## src/rtl/serdes_pkg.sv

```systemverilog
// Types and helpers shared by the serializer/deserializer pair.
// Bit-order constants must agree with the PISO side of the link.
package serdes_pkg;

  typedef enum logic {
    IDLE,
    SHIFT
  } sipo_state_t;

  localparam bit BIT_ORDER_MSB = 1'b1;
  localparam bit BIT_ORDER_LSB = 1'b0;

  // Bits needed to count 0..width inclusive.
  function automatic int unsigned CNT_W(input int unsigned width);
    return $clog2(width + 1);
  endfunction

endpackage

```

## src/rtl/sipo_deserializer_if.sv

```systemverilog
// Serial input side and word output side of the deserializer.
interface sipo_deserializer_if #(
  parameter int unsigned WIDTH = 8
);

  logic             serial_in;
  logic             serial_valid;
  logic             frame_start;
  logic [WIDTH-1:0] parallel_out;
  logic             out_valid;
  logic             out_ready;
  logic             overrun;
  logic             frame_err;

  modport master (
    output serial_in, serial_valid, frame_start, out_ready,
    input  parallel_out, out_valid, overrun, frame_err
  );

  modport slave (
    input  serial_in, serial_valid, frame_start, out_ready,
    output parallel_out, out_valid, overrun, frame_err
  );

endinterface

```

## src/rtl/sipo_out_buf.sv

```systemverilog
// One-word holding buffer with valid/ready handshake and sticky overrun.
module sipo_out_buf #(
  parameter int unsigned WIDTH = 8
) (
  input  logic             clk,
  input  logic             rst,
  input  logic             load_valid,
  input  logic [WIDTH-1:0] load_data,
  input  logic             out_ready,
  output logic [WIDTH-1:0] parallel_out,
  output logic             out_valid,
  output logic             overrun
);

  logic [WIDTH-1:0] data_q, data_d;
  logic             valid_q, valid_d;
  logic             overrun_q, overrun_d;
  logic             drain;

  // A drain on the same edge frees the slot for an incoming word.
  always_comb begin
    data_d    = data_q;
    valid_d   = valid_q;
    overrun_d = overrun_q;
    drain     = valid_q && out_ready;
    if (load_valid) begin
      if (!valid_q || drain) begin
        data_d  = load_data;
        valid_d = 1'b1;
      end else begin
        overrun_d = 1'b1;
      end
    end else if (drain) begin
      valid_d = 1'b0;
    end
  end

  always_ff @(posedge clk or posedge rst) begin
    if (rst) begin
      data_q    <= '0;
      valid_q   <= 1'b0;
      overrun_q <= 1'b0;
    end else begin
      data_q    <= data_d;
      valid_q   <= valid_d;
      overrun_q <= overrun_d;
    end
  end

  assign parallel_out = data_q;
  assign out_valid    = valid_q;
  assign overrun      = overrun_q;

endmodule

```

## src/rtl/sipo_deserializer.sv

```systemverilog
// Serial-in parallel-out deserializer: frame-aligned bit assembly feeding
// a one-word valid/ready output buffer.
module sipo_deserializer
  import serdes_pkg::*;
#(
  parameter int unsigned WIDTH     = 8,
  parameter bit          MSB_FIRST = BIT_ORDER_MSB
) (
  input logic                clk,
  input logic                rst,
  sipo_deserializer_if.slave bus
);

  localparam int unsigned CW = CNT_W(WIDTH);

  sipo_state_t      state_q, state_d;
  logic [CW-1:0]    cnt_q, cnt_d;
  logic [WIDTH-1:0] shreg_q, shreg_d;
  logic             frame_err_q, frame_err_d;

  logic             start;
  logic             last_bit;
  logic             word_done;
  logic [WIDTH-1:0] shift_base;
  logic [WIDTH-1:0] shifted;

  // A frame_start bit always begins a fresh word from an empty register.
  always_comb begin
    start      = bus.serial_valid && bus.frame_start;
    shift_base = start ? '0 : shreg_q;
    if (MSB_FIRST == BIT_ORDER_MSB) begin
      shifted    = shift_base << 1;
      shifted[0] = bus.serial_in;
    end else begin
      shifted            = shift_base >> 1;
      shifted[WIDTH-1]   = bus.serial_in;
    end
  end

  always_comb begin
    state_d     = state_q;
    cnt_d       = cnt_q;
    shreg_d     = shreg_q;
    frame_err_d = 1'b0;
    word_done   = 1'b0;
    last_bit    = 1'b0;
    if (bus.serial_valid && (start || state_q == SHIFT)) begin
      if (start && state_q == SHIFT && cnt_q != '0) begin
        frame_err_d = 1'b1;
      end
      last_bit = start ? (WIDTH == 1) : (cnt_q == CW'(WIDTH - 1));
      shreg_d  = shifted;
      if (last_bit) begin
        word_done = 1'b1;
        cnt_d     = '0;
        state_d   = IDLE;
      end else begin
        cnt_d   = start ? CW'(1) : cnt_q + CW'(1);
        state_d = SHIFT;
      end
    end
  end

  always_ff @(posedge clk or posedge rst) begin
    if (rst) begin
      state_q     <= IDLE;
      cnt_q       <= '0;
      shreg_q     <= '0;
      frame_err_q <= 1'b0;
    end else begin
      state_q     <= state_d;
      cnt_q       <= cnt_d;
      shreg_q     <= shreg_d;
      frame_err_q <= frame_err_d;
    end
  end

  assign bus.frame_err = frame_err_q;

  sipo_out_buf #(
    .WIDTH (WIDTH)
  ) u_out_buf (
    .clk          (clk),
    .rst          (rst),
    .load_valid   (word_done),
    .load_data    (shifted),
    .out_ready    (bus.out_ready),
    .parallel_out (bus.parallel_out),
    .out_valid    (bus.out_valid),
    .overrun      (bus.overrun)
  );

endmodule

```

## src/flat_wrapper.sv

```systemverilog
// flat-port wrapper written by rule: the top's interface ports become plain ports
module sipo_deserializer_flat import serdes_pkg::*;
#(
  parameter int unsigned WIDTH     = 8,
  parameter bit          MSB_FIRST = BIT_ORDER_MSB
)
  (clk, rst, bus_serial_in, bus_serial_valid, bus_frame_start, bus_out_ready, bus_parallel_out, bus_out_valid, bus_overrun, bus_frame_err);
  sipo_deserializer_if #(.WIDTH(WIDTH)) bus_i ();
  input logic clk;
  input logic rst;
  input wire logic [$bits(bus_i.serial_in)-1:0] bus_serial_in;
  input wire logic [$bits(bus_i.serial_valid)-1:0] bus_serial_valid;
  input wire logic [$bits(bus_i.frame_start)-1:0] bus_frame_start;
  input wire logic [$bits(bus_i.out_ready)-1:0] bus_out_ready;
  output wire logic [$bits(bus_i.parallel_out)-1:0] bus_parallel_out;
  output wire logic [$bits(bus_i.out_valid)-1:0] bus_out_valid;
  output wire logic [$bits(bus_i.overrun)-1:0] bus_overrun;
  output wire logic [$bits(bus_i.frame_err)-1:0] bus_frame_err;
  assign bus_i.serial_in = bus_serial_in;
  assign bus_i.serial_valid = bus_serial_valid;
  assign bus_i.frame_start = bus_frame_start;
  assign bus_i.out_ready = bus_out_ready;
  assign bus_parallel_out = bus_i.parallel_out;
  assign bus_out_valid = bus_i.out_valid;
  assign bus_overrun = bus_i.overrun;
  assign bus_frame_err = bus_i.frame_err;
  sipo_deserializer #(.WIDTH(WIDTH), .MSB_FIRST(MSB_FIRST)) u_core (.clk(clk), .rst(rst), .bus(bus_i));
endmodule
```

## config.mk

```make
export PLATFORM = sky130hd
export DESIGN_NAME = sipo_deserializer_flat
export DESIGN_NICKNAME = d
export VERILOG_FILES = /design/src/rtl/serdes_pkg.sv /design/src/rtl/sipo_deserializer_if.sv /design/src/rtl/sipo_out_buf.sv /design/src/rtl/sipo_deserializer.sv /design/src/flat_wrapper.sv
export SDC_FILE = /design/constraint.sdc
export NUM_CORES = 1
export LEC_CHECK = 0
export ABC_AREA = 1
export CORE_ASPECT_RATIO = 1.4
export CORE_UTILIZATION = 49
export DETAILED_ROUTE_END_ITERATION = 6
export DONT_BUFFER_PORTS = 1
export HOLD_SLACK_MARGIN = 0.15
export MAX_ROUTING_LAYER = met4
export PLACE_DENSITY = 0.69
export SYNTH_ARGS = -nofsm -noshare
export SYNTH_HDL_FRONTEND = slang
export SYNTH_HIERARCHICAL = 1
export SYNTH_SLANG_ARGS = --single-unit
export TNS_END_PERCENT = 20
```

## constraint.sdc

```tcl
create_clock -name clk -period 2 [get_ports clk]
set_clock_uncertainty 0.15 [all_clocks]
set_input_delay 0.4 -clock clk [delete_from_list [all_inputs] [get_ports clk]]
set_output_delay 0.4 -clock clk [all_outputs]
set_load 0.1 [all_outputs]
```

# Yosys cells after proc, flatten, opt, wreduce, memory -nomap -nowiden
# Cells that the tools add are included.
# op_classes
div_mod_pow,0
mul,0
n_bitwise,1
magnitude_cmp,0
reduce_logical,13
n_mux,12
shift,0
eq_ne,2
addsub,1
# ops
cell,n
$mux W1,9
$mux W4,2
$mux W7,1
$reduce_and A2 Y1,3
$logic_and A1 B1 Y1,5
$add A4 B1 Y4 const B,1
$eq A4 B3 Y1 const B,1
$reduce_bool A4 Y1,1
$logic_or A1 B1 Y1,2
$ne A2 B1 Y1 const B,1
$reduce_bool A2 Y1,1
$logic_not A1 Y1,1
$not A1 Y1,1
# totals
inputBits,6
mem_bits_ro,0
latch_bits,0
out_inout_bits,11
mem_count,0
wordCells,36
ff_bits,23
ram_bits,0

# Logic depth before layout (Yosys ltp)
# Gate-level depths: netlist of run 1.
# depth
ltp_word,6
mapped_depth,8
depth_no_buf,7

# Modules after synthesis
# Netlist of run 1, hierarchy kept.
# modules_own_cells
mod,seq_area_each_um2,instances,cells_each,area_per_inst_um2
sipo_deserializer,325.3,1,82,646.9
sipo_out_buf,250.2,1,43,470.5

# Worst setup path before layout of run 1
# Ideal clock, no wire load.
# synth_timing
path_type,register -> register
start,register u_core.u_out_buf.valid_q (netlist: u_core/u_out_buf/out_valid)
end,register u_core.u_out_buf.data_q[0] (netlist: u_core/u_out_buf/parallel_out[0])
setup_slack_ps,386
t_required_ps,1728
path_buffers,1
arrival_time_ps,1342
stages_incl_launch_ff,5
synth_period_minus_slack_ps,1614
setup_ps,122
path_cell_list,dfrtp_1 -> nand2_4 -> buf_12 -> nand3_2 -> nand2_1
# synth_via
elab_chain_len,3
word_cells_on_any_way,4
classes_between,reduce/logical: 4
# synth_rtl
item,line,source
start: declaration,sipo_out_buf.sv:16,"logic valid_q, valid_d;"
start signal: assignment,sipo_out_buf.sv:45,valid_q <= valid_d;
$logic_not A1 Y1 / $logic_and A1 B1 Y1 (equally long branches),"sipo_out_buf.sv:27, sipo_out_buf.sv:25",
$logic_or A1 B1 Y1 *,sipo_out_buf.sv:27,if (!valid_q || drain) begin
$reduce_and A2 Y1 (no source line) *,-,
end signal: assignment,sipo_out_buf.sv:44,data_q <= data_d;
end: declaration,sipo_out_buf.sv:15,"logic [WIDTH-1:0] data_q, data_d;"
# Every way passes the cells marked *; elsewhere a longest branch is shown, timed or not.
# A chain may end at the register's enable or synchronous reset.

# Worst setup path after layout of run 1
# layout_timing
start,register u_core.u_out_buf.valid_q (netlist: u_core/u_out_buf/out_valid)
end,output bus_out_valid
# layout_lines
item,line,source
end: declaration,flat_wrapper.sv:16,output wire logic [$bits(bus_i.out_valid)-1:0] bus_out_valid;
# No word-level cell between the ends.

==> results of run 1 <==
==> final timing paths <==
kind / end / start
setup / recovery: bus_out_valid / u_core/u_out_buf/out_valid$_DFFE_PP0P_
hold / removal: u_core/cnt_q[2]$_DFFE_PP0P_ / bus_frame_start
setup reg to reg: u_core/u_out_buf/parallel_out[7]$_DFFE_PP0P_ / u_core/state_q$_DFFE_PP0P_
hold reg to reg: u_core/cnt_q[3]$_DFFE_PP0P_ / u_core/cnt_q[3]$_DFFE_PP0P_
max in group asynchronous: u_core/shreg_q[5]$_DFFE_PP0P_ / rst
min in group asynchronous: u_core/u_out_buf/out_valid$_DFFE_PP0P_ / rst
==> routing by layer <==
metal	track usage [%]	vias up	wire [um]
met5	-	-	0
met4	8.04	0	19
met3	3.68	2	53
met2	30.5	12	1010
met1	17.7	373	789
li1	-	414	-
==> kinds of logic (layout without fill, tap and decap cells) <==
logic type      after synthesis  in the layout  share of synthesized area (%)
fa+ha+maj                     2              2                           2.24
simple gates                 67             67                           30.2
buf+inv                      20             35                           9.52
flops                        23             23                           51.5
compound gates               13             13                           6.49
==> layout by cell type (no fill, tap or decap), drive strengths merged <==
| cell type | netlist | final |
|---|---|---|
| a31oi | 1 | 1 |
| nand4 | 1 | 1 |
| clkbuf | 0 | 4 |
| dlygate4sd3 | 0 | 2 |
| dfrtp | 23 | 23 |
| buf | 3 | 12 |
| nand2 | 44 | 44 |
| o21ai | 10 | 10 |
| ha | 2 | 2 |
| nor2 | 13 | 13 |
| nand3 | 9 | 9 |
| inv | 17 | 17 |
| o21bai | 1 | 1 |
| a21oi | 1 | 1 |
==> metrics by stage <==
stage / utilization [%] / instances / area, um2 / hold WS, ps / worst slack (ps)
final: 57.6 / 162 / 1240 / 179 / 431
after global routing: 57.6 / 162 / 1240 / 190 / 338
after CTS: 57.6 / 162 / 1240 / 161 / 416
after detailed placement: 55.4 / 156 / 1190 / 136 / 464
after global placement: 55.4 / 156 / 1190 / 120 / 489
after floorplan: - / 125 / 1120 / 90.2 / 386
==> repair_timing <==
action                                 CTS  global route
endpoints found under the hold margin   25             0
hold buffers                             2             0
setup endpoints to repair                0             0
==> final cells by class <==
class	count	area [um2]
fillers	213	913
well taps	22	27.5
multi-input cells	82	435
repair buffers	14	110
flip-flops and latches	23	576
inverters	17	63.8
clock buffers	4	26.3
==> state kept, by name, summed over array words and instances (netlist names) <==
register                       flops
u_core/bus.frame_err               1
u_core/cnt_q                       4
u_core/shreg_q                     7
u_core/u_out_buf/overrun           1
u_core/u_out_buf/out_valid         1
u_core/u_out_buf/parallel_out      8
u_core/state_q                     1
==> power by group <==
part	internal (mW)	leakage [nW]	switching [mW]
Clock	0.0776	0.0150	0.129
Combinational	0.163	0.342	0.603
Sequential	0.582	0.306	0.0590
Total	0.823	0.663	0.791
==> flow_summary.toml, run 1 <==
[status]
outcome = "finished, final reports clean"

[hold_path]
holdCritPathClass = "input port to flip-flop"
hold_depth = 3

[floorplanning]
dieArea_um2 = 2480
rows = 20
die_h_um = 58.5
start_util_pct = 51.9
dieWidth_um = 42.4
io_pins = 17
core-area_um2 = 2150

[placement]
io_buffers = 0
dpl.hpwl_um = 1450
place.gp.congestion = 0.749

[worst_setup_path]
cpMaxStageDelayCell = "dfrtp_1"
cp.depth = 1
startpoint_type = "flip-flop"
slowest_delay_ps = 410
worst_setup_path_end_kind = "output port"
critical_path.top_delay_family = "flip-flops"
critical_path_class = "flip-flop to output port"
cp_max_fo = 2
r2r_cells = 8
arrival_ps = 1020
regToRegSetupSlack_ps = 440
cp.required_ps = 1450
crit_buf_inv = 1
crit_path_cell_trace = "buf_4"

[synthesis]
ys_top_cells_by_count = "nand2_1, dfrtp_1, inv_1, nor2_1"
synth.distinct_cells = 18
synth.most_common_cell = "nand2_1"
yosysTopAreaCellShare_pct = 51.5
syn_nets = 133
async_flop_share_pct = 100
synthTopCellsByArea = "dfrtp_1, nand2_1, nand3_2"
ys_warn_count = 6
syn_area_um2 = 1120
yosysTopAreaCell = "dfrtp_1"
synth_ff_type = "dfrtp_1"
ys_seq_area_share_pct = 51.5
ys_ff_latch = 23
syn_area_per_cell_um2 = 8.94
synthCells = 125
synth_edf_count = 0

[layout]
syn2layout_area_growth_pct = 10.9
n_antenna_cell = 0
fin_nets = 149
layout-drive-gt1-share_pct = 23.6

[sta]
worst_pin_slew_ps = 509
max_freq_ghz = 0.637
fin_crit_sh_pct = 78.5
setup_tns_ps = 0
hold_violations = 0
setup_viol = 0
fin_crit_ps = 1570
slew_headroom_pct = 66.0
grt_setup_unrepaired = "no"
slew_viol_final = 0

[global_routing]
grt_usage_pct = 17.1
grt_pass1_wl_um = 3140
grt-ovfl-total = 0
grt_pass1_vias = 787
grt_max_degree = 18
antenna_found_initial = 0

[clock_network]
post-cts-setup-buffer-count = 0
cts-root-buf = "clkbuf_4"
clk_latency_ps = 300
cts_tree = "yes"
clockBufferDepth = 2
post_cts_resized = 0
numCtsBuffers = 3
cts_max_level = 1
path_clk_slew_ps = 120
cts.sinks = 23

[routing]
dr.pass1.iters = 4
vias_per_cell = 4.94
drc_errors = 0
drt_iter0_drc = 19
postRouteAntennaNets = 0
wirelength_um = 1870
via_count = 801
routedWlPerCell_um = 11.6

[pwr]
total_leakage_power_nw = 0.663
finalPower_mw = 1.61
p_per_area_nw_per_um2 = 1300
peakVddDrop_uv = 577

[run]
cap_violations = 0
(Power assumes the default switching activity.)
==> run 2: changes to the inputs <==
==> constraint.sdc (replaced) <==
create_clock -name clk -period 1.59 [get_ports clk]
set_clock_uncertainty 0.15 [all_clocks]
set_input_delay 0.318 -clock clk [delete_from_list [all_inputs] [get_ports clk]]
set_output_delay 0.318 -clock clk [all_outputs]
set_load 0.1 [all_outputs]
==> run 2 against run 1 <==
Effect of this change: design area is 8.8% higher; largest cell class unchanged; highest routed layer unchanged; die area unchanged; final cell count is 6.2% higher; combinational power increased by 37%; via count increased by 7.6%; largest power group unchanged; core utilization rose by 5.1 points; count of clock-buffer cells in the layout is 1 lower; global-route usage grew 0.93 points; non-clock buffer count is 10 higher; routed wire length up 9.4%; power increased by 32%.
==> flow_summary.toml, run 2 (synthesis results as in run 1) <==
[worst_setup_path]
cpMaxStageDelayCell = "dfrtp_1"
worst_path_most_repeated_cell = "nand2_1"
slowest_delay_ps = 450
critical_path_class = "flip-flop to flip-flop"
r2r_cells = 7
arrival_ps = 1560
cp.depth = 7
worst_setup_path_end_kind = "flip-flop"
cp.required_ps = 1650
cp_max_fo = 8
critical_path.top_delay_family = "simple AND/OR/NAND/NOR gates"
crit_path_cell_trace = "ha_4 > nand4_1 > nor2_2 > buf_6 > nand2_4 > nand2_1 > nand2_1"
startpoint_type = "flip-flop"
crit_buf_inv = 1
regToRegSetupSlack_ps = 80

[clock_network]
clk_latency_ps = 300
path_clk_slew_ps = 120
numCtsBuffers = 3
cts_tree = "yes"
cts.sinks = 23
clockBufferDepth = 2
cts_max_level = 1
cts-root-buf = "clkbuf_4"

[layout]
layout-drive-gt1-share_pct = 29.3
n_antenna_cell = 0
fin_nets = 159
syn2layout_area_growth_pct = 20.6
final_cell_mix = "nand2_1, dfrtp_1, buf_4"
design_area_um2 = 1350
largest_reg_flops = 8
final_core_util_pct = 62.6
layout_commonest_cell = "nand2_1"

[routing]
postRouteAntennaNets = 0
routedWlPerCell_um = 11.9
route.met3.wl_um = 69
top_layer_used = "met4"
drt_iter0_drc = 33
wirelength_um = 2050
vias_per_cell = 5.01
dr.pass1.iters = 4
via_count = 862
drc_errors = 0
met2_length_um = 1150
wirelength_met1_um = 819

[sta]
max_freq_ghz = 0.664
slew_viol_final = 0
hold_violations = 0
worst_pin_slew_ps = 490
setup_tns_ps = 0
setup_viol = 0
fin_crit_sh_pct = 94.8
grt_setup_unrepaired = "no"
fin_crit_ps = 1510
slew_headroom_pct = 67.3

[floorplanning]
dieWidth_um = 42.4
dieArea_um2 = 2480
die_h_um = 58.5
start_util_pct = 51.9
rows = 20
core-area_um2 = 2150
io_pins = 17

[global_routing]
antenna_found_initial = 0
grt_max_degree = 17
grt-ovfl-total = 0
grt_pass1_wl_um = 3330
grt_pass1_vias = 861
grt_usage_pct = 18.0

[placement]
dpl.hpwl_um = 1490
place.gp.congestion = 0.742
io_buffers = 0
placed_cell_area_um2 = 1220

[status]
outcome = "finished, final reports clean"

[pwr]
p_per_area_nw_per_um2 = 1580
total_leakage_power_nw = 0.727
peakVddDrop_uv = 754
finalPower_mw = 2.12

[hold_path]
holdCritPathClass = "input port to flip-flop"
hold_depth = 3

[run]
cap_violations = 0
run 2: per-layer routing:
layer  global-route usage [%]  vias to the layer above
met5                        -                        -
met4                     11.2                        0
met3                     3.37                        2
met2                     33.2                       16
met1                     16.9                      413
li1                         -                      431
run 2: path summary, 6_finish.rpt:
path                                                                end                                         start
max                        u_core/u_out_buf/parallel_out[1]$_DFFE_PP0P_                   u_core/cnt_q[1]$_DFFE_PP0P_
max reg2reg                u_core/u_out_buf/parallel_out[1]$_DFFE_PP0P_                   u_core/cnt_q[1]$_DFFE_PP0P_
min                                         u_core/cnt_q[2]$_DFFE_PP0P_                              bus_serial_valid
min reg2reg                u_core/u_out_buf/parallel_out[7]$_DFFE_PP0P_  u_core/u_out_buf/parallel_out[7]$_DFFE_PP0P_
min in group asynchronous  u_core/u_out_buf/parallel_out[4]$_DFFE_PP0P_                                           rst
max in group asynchronous                 u_core/shreg_q[2]$_DFFE_PP0P_                                           rst
run 2: timing repair:
action,in CTS,in global routing
hold buffers,5,0
gates resized for setup,0,6
setup buffers,0,4
setup endpoints to repair,0,8
hold endpoints to repair,30,0
run 2: area by class of cell:
type / instances / area [um2]
fill: 196 / 805
sequential: 23 / 577
multi-input combinational: 82 / 450
timing repair buffer: 24 / 201
inverter: 17 / 63.8
tap: 22 / 27.5
clock buffer: 3 / 22.5
clock inverter: 1 / 5.00
run 2: report_power, final:
part	switching [mW]	internal, mW	total (mW)	leakage [nW]
clock network	0.167	0.0938	0.261	0.0177
logic	0.784	0.262	1.05	0.405
registers	0.0854	0.733	0.818	0.304
total	1.04	1.09	2.12	0.727
run 2: per-stage QoR:
step           setup WS, ps  instances  hold slack (ps)
6_report               83.1        172              179
5_1_grt                5.84        172              181
4_1_cts                8.23        168              164
3_5_place_dp            100        159             46.0
3_3_place_gp            145        159             37.5
2_1_floorplan           186        125             8.11
run 2: tightest hold or removal path: stages:
cell     delay [ps]
nand2_2          50
o21ai_0         180
a21oi_1          50
==> run 3: changes to the inputs <==
--- a/config.mk
+++ b/config.mk
@@ -7,12 +7,13 @@
 export LEC_CHECK = 0
 export ABC_AREA = 1
 export CORE_ASPECT_RATIO = 1.4
-export CORE_UTILIZATION = 49
+export CORE_MARGIN = 3
+export CORE_UTILIZATION = 60
 export DETAILED_ROUTE_END_ITERATION = 6
 export DONT_BUFFER_PORTS = 1
 export HOLD_SLACK_MARGIN = 0.15
 export MAX_ROUTING_LAYER = met4
-export PLACE_DENSITY = 0.69
+export PLACE_DENSITY = 0.81
 export SYNTH_ARGS = -nofsm -noshare
 export SYNTH_HDL_FRONTEND = slang
 export SYNTH_HIERARCHICAL = 1
==> run 3 against run 2 <==
Effect of this change: combinational power about the same; core utilization up 19 points; design area up 0.46%; critical path depth up 2; maximum frequency down 1.3%; clock power up 3%; largest power group unchanged.
==> flow_summary.toml, run 3 (synthesis results as in run 1) <==
[floorplanning]
die_h_um = 57.1
start_util_pct = 67.3
dieWidth_um = 42.5
core-area_um2 = 1660
io_pins = 17
dieArea_um2 = 2420
rows = 17

[layout]
syn2layout_area_growth_pct = 21.2
final_core_util_pct = 81.6
final_cell_mix = "nand2_1, dfrtp_1, buf_4"
largest_reg_flops = 8
n_antenna_cell = 0
layout_commonest_cell = "nand2_1"
layout-drive-gt1-share_pct = 27.5
fin_nets = 158

[clock_network]
cts.sinks = 23
cts_tree = "yes"
cts_max_level = 1
clk_latency_ps = 310
clockBufferDepth = 2
numCtsBuffers = 3
cts-root-buf = "clkbuf_4"
path_clk_slew_ps = 120

[hold_path]
hold_depth = 3
holdPathEnd = "u_core/cnt_q[2]$_DFFE_PP0P_"
hp-start = "bus_serial_valid"
holdCritPathClass = "input port to flip-flop"

[global_routing]
grt_pass1_vias = 861
antenna_found_initial = 0
grt_pass1_wl_um = 3910
grt-ovfl-total = 0
grt_max_degree = 17
grt_usage_pct = 21.7

[sta]
fin_crit_ps = 1530
slew_viol_final = 0
hold_violations = 0
worst_pin_slew_ps = 485
hold_ws_ps = 187
setup_viol = 0
max_freq_ghz = 0.655
slew_headroom_pct = 67.6
fin_crit_sh_pct = 96.0

[worst_setup_path]
r2r_cells = 7
cp.required_ps = 1660
r2r-start = "u_core/cnt_q[1]$_DFFE_PP0P_"
reg2reg_to = "u_core/u_out_buf/parallel_out[2]$_DFFE_PP0P_"
worst_setup_path_end_kind = "flip-flop"
critical_path_class = "input port to flip-flop"
arrival_ps = 1600
startpoint_type = "input port"
cp_max_fo = 8
regToRegSetupSlack_ps = 90

[routing]
routedWlPerCell_um = 13.9
drt_iter0_drc = 16
postRouteAntennaNets = 0
dr.pass1.iters = 4
drc_errors = 0
wirelength_um = 2330
via_count = 879
vias_per_cell = 5.23

[pwr]
p_per_area_nw_per_um2 = 1580
finalPower_mw = 2.14
total_leakage_power_nw = 0.704
peakVddDrop_uv = 976

[placement]
dpl.hpwl_um = 1650
io_buffers = 0
place.gp.congestion = 0.748

[run]
cap_violations = 0

[status]
outcome = "finished, final reports clean"
-- run 3: changes by cell type in the layout (fill, tap and decap cells not counted), sizes merged --
cell	delta
buf	-2
clkinv	-1
dlymetal6s4s	-2
dlygate4sd3	+3
clkbuf	+1
-- run 3: worst max-delay path, cell delays in order --
cell and delay, ps:
nand2_4 50, dlygate4sd3_1 590, nand2_4 80, inv_2 70
nor2_2 130, buf_12 140, nand2_4 80, nand2_1 80
nand2_1 60
-- run 3: power breakdown --
group	internal [mW]	switching, mW	total (mW)
Clock	0.0982	0.172	0.270
Sequential	0.733	0.0845	0.818
Combinational	0.257	0.800	1.06
Total	1.09	1.06	2.14
-- run 3: worst max-delay path by stage --
stage	start	endpoint	slack, ps
finish	bus_serial_valid	u_core/u_out_buf/parallel_out[2]$_DFFE_PP0P_	60
global route	u_core/cnt_q[1]$_DFFE_PP0P_	u_core/u_out_buf/parallel_out[2]$_DFFE_PP0P_	-20
CTS	u_core/cnt_q[1]$_DFFE_PP0P_	u_core/u_out_buf/parallel_out[0]$_DFFE_PP0P_	30
detailed placement	u_core/cnt_q[1]$_DFFE_PP0P_	u_core/u_out_buf/parallel_out[0]$_DFFE_PP0P_	10
global placement	u_core/cnt_q[0]$_DFFE_PP0P_	u_core/u_out_buf/parallel_out[5]$_DFFE_PP0P_	100
floorplan	u_core/cnt_q[0]$_DFFE_PP0P_	u_core/u_out_buf/parallel_out[0]$_DFFE_PP0P_	190
-- run 3: final cells by class --
type                    instances  area [um2]
clock buffers                   4        26.3
fillers                        99         305
multi-input cells              82         450
flip-flops and latches         23         577
repair buffers                 23         213
well taps                      19        23.8
inverters                      17        63.8
-- run 3: what timing repair did --
item / 4_1_cts / 5_1_grt
gates cloned: 0 / 0
resized for setup: 1 / 2
pin swaps: 0 / 2
endpoints found under the hold margin: 30 / 0
hold buffers: 6 / 0
setup endpoints to repair: 2 / 8
buffers inserted: 0 / 4
-- run 3: through the flow --
step | setup slack (ps) | instances | area [um2] | TNS [ps]
detailed placement | 12.9 | 154 | 1210 | 0
floorplan | 186 | 125 | 1120 | 0
CTS | 32.4 | 164 | 1300 | 0
global route | -15.6 | 168 | 1350 | -15.6
global placement | 103 | 154 | 1210 | 0
finish | 63.3 | 168 | 1350 | 0
-- run 3: metal layers --
| layer | up-vias | GRT usage, % | routed length [um] |
|---|---|---|---|
| met1 | 410 | 23.5 | 874 |
| met5 | - | - | 0 |
| met2 | 25 | 36.4 | 1280 |
| li1 | 436 | - | - |
| met3 | 8 | 4.42 | 117 |
| met4 | 0 | 12.4 | 55 |
